$ cat config.mk
export PLATFORM = sky130hd
export DESIGN_NAME = io_spi_master
export DESIGN_NICKNAME = d
export VERILOG_FILES = /design/src/rtl/io_spi_master_pkg.sv /design/src/rtl/io_spi_shifter.sv /design/src/rtl/io_spi_master.sv
export SDC_FILE = /design/constraint.sdc
export NUM_CORES = 1
export LEC_CHECK = 0
export BUFFER_PORTS_ARGS = -buffer_cell sky130_fd_sc_hd__buf_2
export CORE_MARGIN = 4
export CORE_UTILIZATION = 55
export CTS_BUF_LIST = sky130_fd_sc_hd__clkbuf_16
export DETAILED_ROUTE_END_ITERATION = 8
export GPL_TIMING_DRIVEN = 1
export PLACE_DENSITY = 0.81
export SKIP_CTS_REPAIR_TIMING = 1
export SLEW_MARGIN = 40
export SYNTH_ARGS = -nofsm -noshare
export SYNTH_HDL_FRONTEND = slang
export SYNTH_SLANG_ARGS = --single-unit
$ cat constraint.sdc
create_clock -name clk -period 5.1 [get_ports clk]
set_clock_uncertainty 0.05 [all_clocks]
set_input_delay 1.02 -clock clk [delete_from_list [all_inputs] [get_ports clk]]
set_output_delay 1.02 -clock clk [all_outputs]
set_load 0.02 [all_outputs]
$ cat src/rtl/io_spi_master_pkg.sv
// Shared types and register bit positions for the io_spi_master block.
// The top level maps these onto the J1 IO bus.
package io_spi_master_pkg;

    typedef enum logic [1:0] {
        IDLE     = 2'd0,
        SHIFT_LO = 2'd1,
        SHIFT_HI = 2'd2
    } spi_state_e;

    localparam int unsigned CTRL_CS    = 0;
    localparam int unsigned STAT_READY = 0;
    localparam int unsigned STAT_RXV   = 1;
    localparam int unsigned STAT_OVR   = 2;
    localparam int unsigned STAT_CS    = 3;

endpackage

$ cat src/rtl/io_spi_shifter.sv
// Mode-0 SPI byte engine: half-period divider, SCK phase FSM and an 8-bit shift register.
// MISO is sampled on each SCK rise; MOSI changes on each SCK fall.
module io_spi_shifter
    import io_spi_master_pkg::*;
#(
    parameter int unsigned HALF  = 2,
    parameter int unsigned CNT_W = 8
) (
    input  logic       clk,
    input  logic       resetq,
    input  logic       start,
    input  logic [7:0] tx_byte,
    input  logic       miso,
    output logic       busy,
    output logic       done,
    output logic [7:0] rx_byte,
    output logic       sck,
    output logic       mosi
);

    localparam logic [CNT_W-1:0] DivLast = CNT_W'(HALF - 1);

    spi_state_e       state_q, state_d;
    logic [CNT_W-1:0] div_q, div_d;
    logic [2:0]       bit_q, bit_d;
    logic [7:0]       shift_q, shift_d;
    logic             sck_q, sck_d;
    logic             mosi_q, mosi_d;

    always_ff @(posedge clk) begin
        if (!resetq) begin
            state_q <= IDLE;
            div_q   <= '0;
            bit_q   <= '0;
            shift_q <= '0;
            sck_q   <= 1'b0;
            mosi_q  <= 1'b0;
        end else begin
            state_q <= state_d;
            div_q   <= div_d;
            bit_q   <= bit_d;
            shift_q <= shift_d;
            sck_q   <= sck_d;
            mosi_q  <= mosi_d;
        end
    end

    always_comb begin
        state_d = state_q;
        div_d   = div_q;
        bit_d   = bit_q;
        shift_d = shift_q;
        sck_d   = sck_q;
        mosi_d  = mosi_q;
        done    = 1'b0;

        case (state_q)
            IDLE: begin
                div_d = '0;
                bit_d = '0;
                if (start) begin
                    shift_d = tx_byte;
                    mosi_d  = tx_byte[7];
                    state_d = SHIFT_LO;
                end
            end
            SHIFT_LO: begin
                if (div_q == DivLast) begin
                    div_d   = '0;
                    sck_d   = 1'b1;
                    shift_d = {shift_q[6:0], miso};
                    state_d = SHIFT_HI;
                end else begin
                    div_d = div_q + CNT_W'(1);
                end
            end
            SHIFT_HI: begin
                if (div_q == DivLast) begin
                    div_d = '0;
                    sck_d = 1'b0;
                    if (bit_q == 3'd7) begin
                        done    = 1'b1;
                        mosi_d  = 1'b0;
                        state_d = IDLE;
                    end else begin
                        // The shift above already moved the next tx bit into the MSB.
                        mosi_d  = shift_q[7];
                        bit_d   = bit_q + 3'd1;
                        state_d = SHIFT_LO;
                    end
                end else begin
                    div_d = div_q + CNT_W'(1);
                end
            end
            default: begin
                state_d = IDLE;
                div_d   = '0;
                bit_d   = '0;
                sck_d   = 1'b0;
                mosi_d  = 1'b0;
            end
        endcase
    end

    assign busy    = (state_q != IDLE);
    assign rx_byte = shift_q;
    assign sck     = sck_q;
    assign mosi    = mosi_q;

endmodule

$ cat src/rtl/io_spi_master.sv
// Memory-mapped SPI master for the J1 IO bus: data and ctrl/status registers around
// a byte shifter. rd_data is zero when unselected so the top level can OR it into io_din.
module io_spi_master
    import io_spi_master_pkg::*;
#(
    parameter int unsigned HALF  = 2,
    parameter int unsigned CNT_W = 8
) (
    input  logic        clk,
    input  logic        resetq,
    input  logic        io_rd,
    input  logic        io_wr,
    input  logic        sel_data,
    input  logic        sel_ctrl,
    input  logic [15:0] io_dout,
    output logic [15:0] rd_data,
    output logic        spi_sck,
    output logic        spi_mosi,
    input  logic        spi_miso,
    output logic        spi_cs_n,
    output logic        busy
);

    logic       wr_data, wr_ctrl, rd_dat, rd_ctl;
    logic       start, done;
    logic [7:0] shift_rx;
    logic       cs_en_q, cs_en_d;
    logic [7:0] rx_byte_q, rx_byte_d;
    logic       rx_valid_q, rx_valid_d;
    logic       overrun_q, overrun_d;
    logic [3:0] status;

    assign wr_data = io_wr & sel_data;
    assign wr_ctrl = io_wr & sel_ctrl;
    assign rd_dat  = io_rd & sel_data;
    assign rd_ctl  = io_rd & sel_ctrl;
    assign start   = wr_data & ~busy;

    io_spi_shifter #(
        .HALF  (HALF),
        .CNT_W (CNT_W)
    ) u_shifter (
        .clk     (clk),
        .resetq  (resetq),
        .start   (start),
        .tx_byte (io_dout[7:0]),
        .miso    (spi_miso),
        .busy    (busy),
        .done    (done),
        .rx_byte (shift_rx),
        .sck     (spi_sck),
        .mosi    (spi_mosi)
    );

    always_ff @(posedge clk) begin
        if (!resetq) begin
            cs_en_q    <= 1'b0;
            rx_byte_q  <= '0;
            rx_valid_q <= 1'b0;
            overrun_q  <= 1'b0;
        end else begin
            cs_en_q    <= cs_en_d;
            rx_byte_q  <= rx_byte_d;
            rx_valid_q <= rx_valid_d;
            overrun_q  <= overrun_d;
        end
    end

    // Flag clears come first so a coincident set wins.
    always_comb begin
        cs_en_d    = cs_en_q;
        rx_byte_d  = rx_byte_q;
        rx_valid_d = rx_valid_q;
        overrun_d  = overrun_q;

        if (wr_ctrl && !busy) begin
            cs_en_d = io_dout[CTRL_CS];
        end
        if (rd_dat) begin
            rx_valid_d = 1'b0;
        end
        if (done) begin
            rx_byte_d  = shift_rx;
            rx_valid_d = 1'b1;
        end
        if (rd_ctl) begin
            overrun_d = 1'b0;
        end
        if ((wr_data || wr_ctrl) && busy) begin
            overrun_d = 1'b1;
        end
    end

    always_comb begin
        status             = '0;
        status[STAT_READY] = ~busy;
        status[STAT_RXV]   = rx_valid_q;
        status[STAT_OVR]   = overrun_q;
        status[STAT_CS]    = cs_en_q;
        rd_data            = '0;
        if (sel_data) begin
            rd_data = rd_data | {8'd0, rx_byte_q};
        end
        if (sel_ctrl) begin
            rd_data = rd_data | {12'd0, status};
        end
    end

    assign spi_cs_n = ~cs_en_q;

endmodule

==> out/results.ini <==
[floorplanning]
core-area_mm2=0.002829
io_pins=43
initial_utilization_pct=59.27
placementRows=19
die_h_um=63.21
chipWidth_um=63.21
die-area_mm2=0.003996

[place]
hpwl_mm=2.812
place.gp.congestion=0.7557
place_inst=238
placed_area_mm2=0.001787
port_buffers=26

[synthesis]
synth_seq_cells=34
synth_fa_ha_area_share_pct=6.716
synth_compound_area_share_pct=15.22
netlist_area_mm2=0.001677
yosysWarnings=0
ys_types=36
synthMuxAreaShare_pct=5.970
avgSynthCellArea_um2=8.871
synthXorXnorAreaFrac_pct=3.134
yosys.area_share.simple_pct=20.82
synth_cells=189
synth_seq_area_share_pct=40.60
synth_top_family_by_area=simple AND/OR/NAND/NOR gates

[layout]
finalInstanceArea_mm2=0.001957
drive_above_1_share_pct=21.40
mostFrequentLayoutCells=nor2_1 (38), dfxtp_1 (34), buf_2 (26)
stdcell_count=246
final_common_cell=nor2_1
num_antenna_cells=0
fin_nets=246
syn_to_final_growth_pct=16.72

[global_route]
grt_pass1_wl_mm=6.327
grt_max_degree=26
grt_overflow=0
track_usage_pct=20.13
antenna_found_initial=0
grt_pass1_vias=1426

[setup_path]
regToRegSetupSlack_ps=2610
crit_fanout=12
critPathKind=input pin to output port
arrival_ps=1590
crit_path_end_kind=output port
crit_path_start_kind=input pin
cp.required_ps=4030

[pwr]
power.total_w=0.0008836
peakVddDrop_mv=0.3379
leakagePower_nw=0.8540
cellPowerDensity_mw_per_mm2=451.5

[detailed_routing]
ant_nets=0
vias=1458
wl_per_cell_um=15.59
vias_per_cell=5.927
drtIter0Drc=75
routed_wl_mm=3.836
drtPass1Iterations=5
drc=0

[cts]
max-clock-path-buffers=2
tritoncts=yes
clk_pin_slew_ps=50
clock_sinks=34
clockRootBuffer=clkbuf_16
cts_max_level=2
cts_inserted_buffers=5
insertion_delay_ps=280

[sta]
tightest_slew_ps=759.4
slew_violations=0
clock.fmax_mhz=376.1
setup-tns-final_ps=0
finalSetupViolCount=0
rsz0062_at_grt=no
min_period_over_period_pct=52.13
max_slew_margin_pct=49.32
fin_crit_ps=2659
hold_viol=0

[outcome]
status=finished clean

[min_path]
hold_class=register to register

[run]
cap_violations=0

-- Yosys cell counts --
cell type  instances  share of area (%)
nand3_1            8                2.4
mux2i_1           10                6.0
inv_1              8                1.8
nand2_1            9                2.0
or3_2              1               0.45
a21boi_0           1               0.45
clkbuf_1           6                1.3
a221oi_1           3                1.6
and2_1             4                1.5
nor4b_1            1               0.52
or3_1              2               0.75
nor2b_1            1               0.37
dfxtp_1           34                 41
and3_1             2               0.75
a31oi_1            3                1.1
nand4b_1           2                1.0
a211oi_1           3                1.3
o221a_2            8                5.4
or4b_1             1               0.60
o21ai_0            3               0.90
o21a_1             1               0.45
buf_4              8                3.6
conb_1             1               0.22
a22o_1             4                2.1
or3b_1             1               0.52
and3_2             1               0.45
or2_2              1               0.37
nor2_1            38                8.5
a211o_1            1               0.52
nor3_1             2               0.60
xnor2_1            1               0.52
a2111oi_0          1               0.52
a21oi_1            3               0.90
ha_1               9                6.7
buf_2              2               0.60
xor2_1             5                2.6
-- registers in the layout (all words and copies together) (netlist names), 2 cells and up --
name	cells
rx_byte_q	8
u_shifter.div_q	8
u_shifter.rx_byte	8
u_shifter.bit_q	3
u_shifter.state_q	2
-- final cells by class --
cell class                 count  area [um2]
inverter                       8       30.03
timing repair buffer          27       137.6
sequential                    34       680.7
multi-input combinational    138       899.6
tap                           31       38.79
clock buffer                   5       125.1
fill                         215       872.1
clock inverter                 3       45.04
-- cells by family (layout without fill, tap and decap cells) --
group,Yosys count,after routing
AND/OR/NAND/NOR,74,74
flip-flops,34,34
AO/OA/AOI/OAI,31,31
buffers and inverters,24,43
multiplexers,10,10
adder cells (fa/ha/maj),9,9
XOR/XNOR,6,6
other,1,8
-- metrics by stage --
step                      utilization, %  hold WS (ps)  worst slack (ps)
after global placement             63.16         407.9              2397
final                              69.17         424.7              2441
after CTS                          69.17         432.0              2438
after floorplan                        -         391.3              2502
after detailed placement           63.16         409.0              2334
after global routing               69.17         457.3              2374
-- worst paths after layout --
check	to	depth (start not counted)	start
max	rd_data[3]	3	sel_data
min	overrun_q	1	overrun_q
max reg2reg	u_shifter.rx_byte[6]	6	u_shifter.state_q[1]
min reg2reg	overrun_q	1	overrun_q
-- report_power, final --
group          switching (W)  total [W]  internal (W)
logic               0.000135   0.000216     0.0000813
registers          0.0000301   0.000327      0.000297
clock network       0.000111   0.000340      0.000230
-- critical path, cell delays in order --
cell    delay, ps
buf_2         170
a22o_1        250
buf_2         160
-- per-layer routing --
layer | global-route usage [%] | share of wire [%]
met1 | 21.82 | 39
met2 | 32.67 | 49
met3 | 6.039 | 6.4
met4 | 15.63 | 5.5
met5 | 0 | 0
No activity file was read; power rests on OpenSTA's default activity.
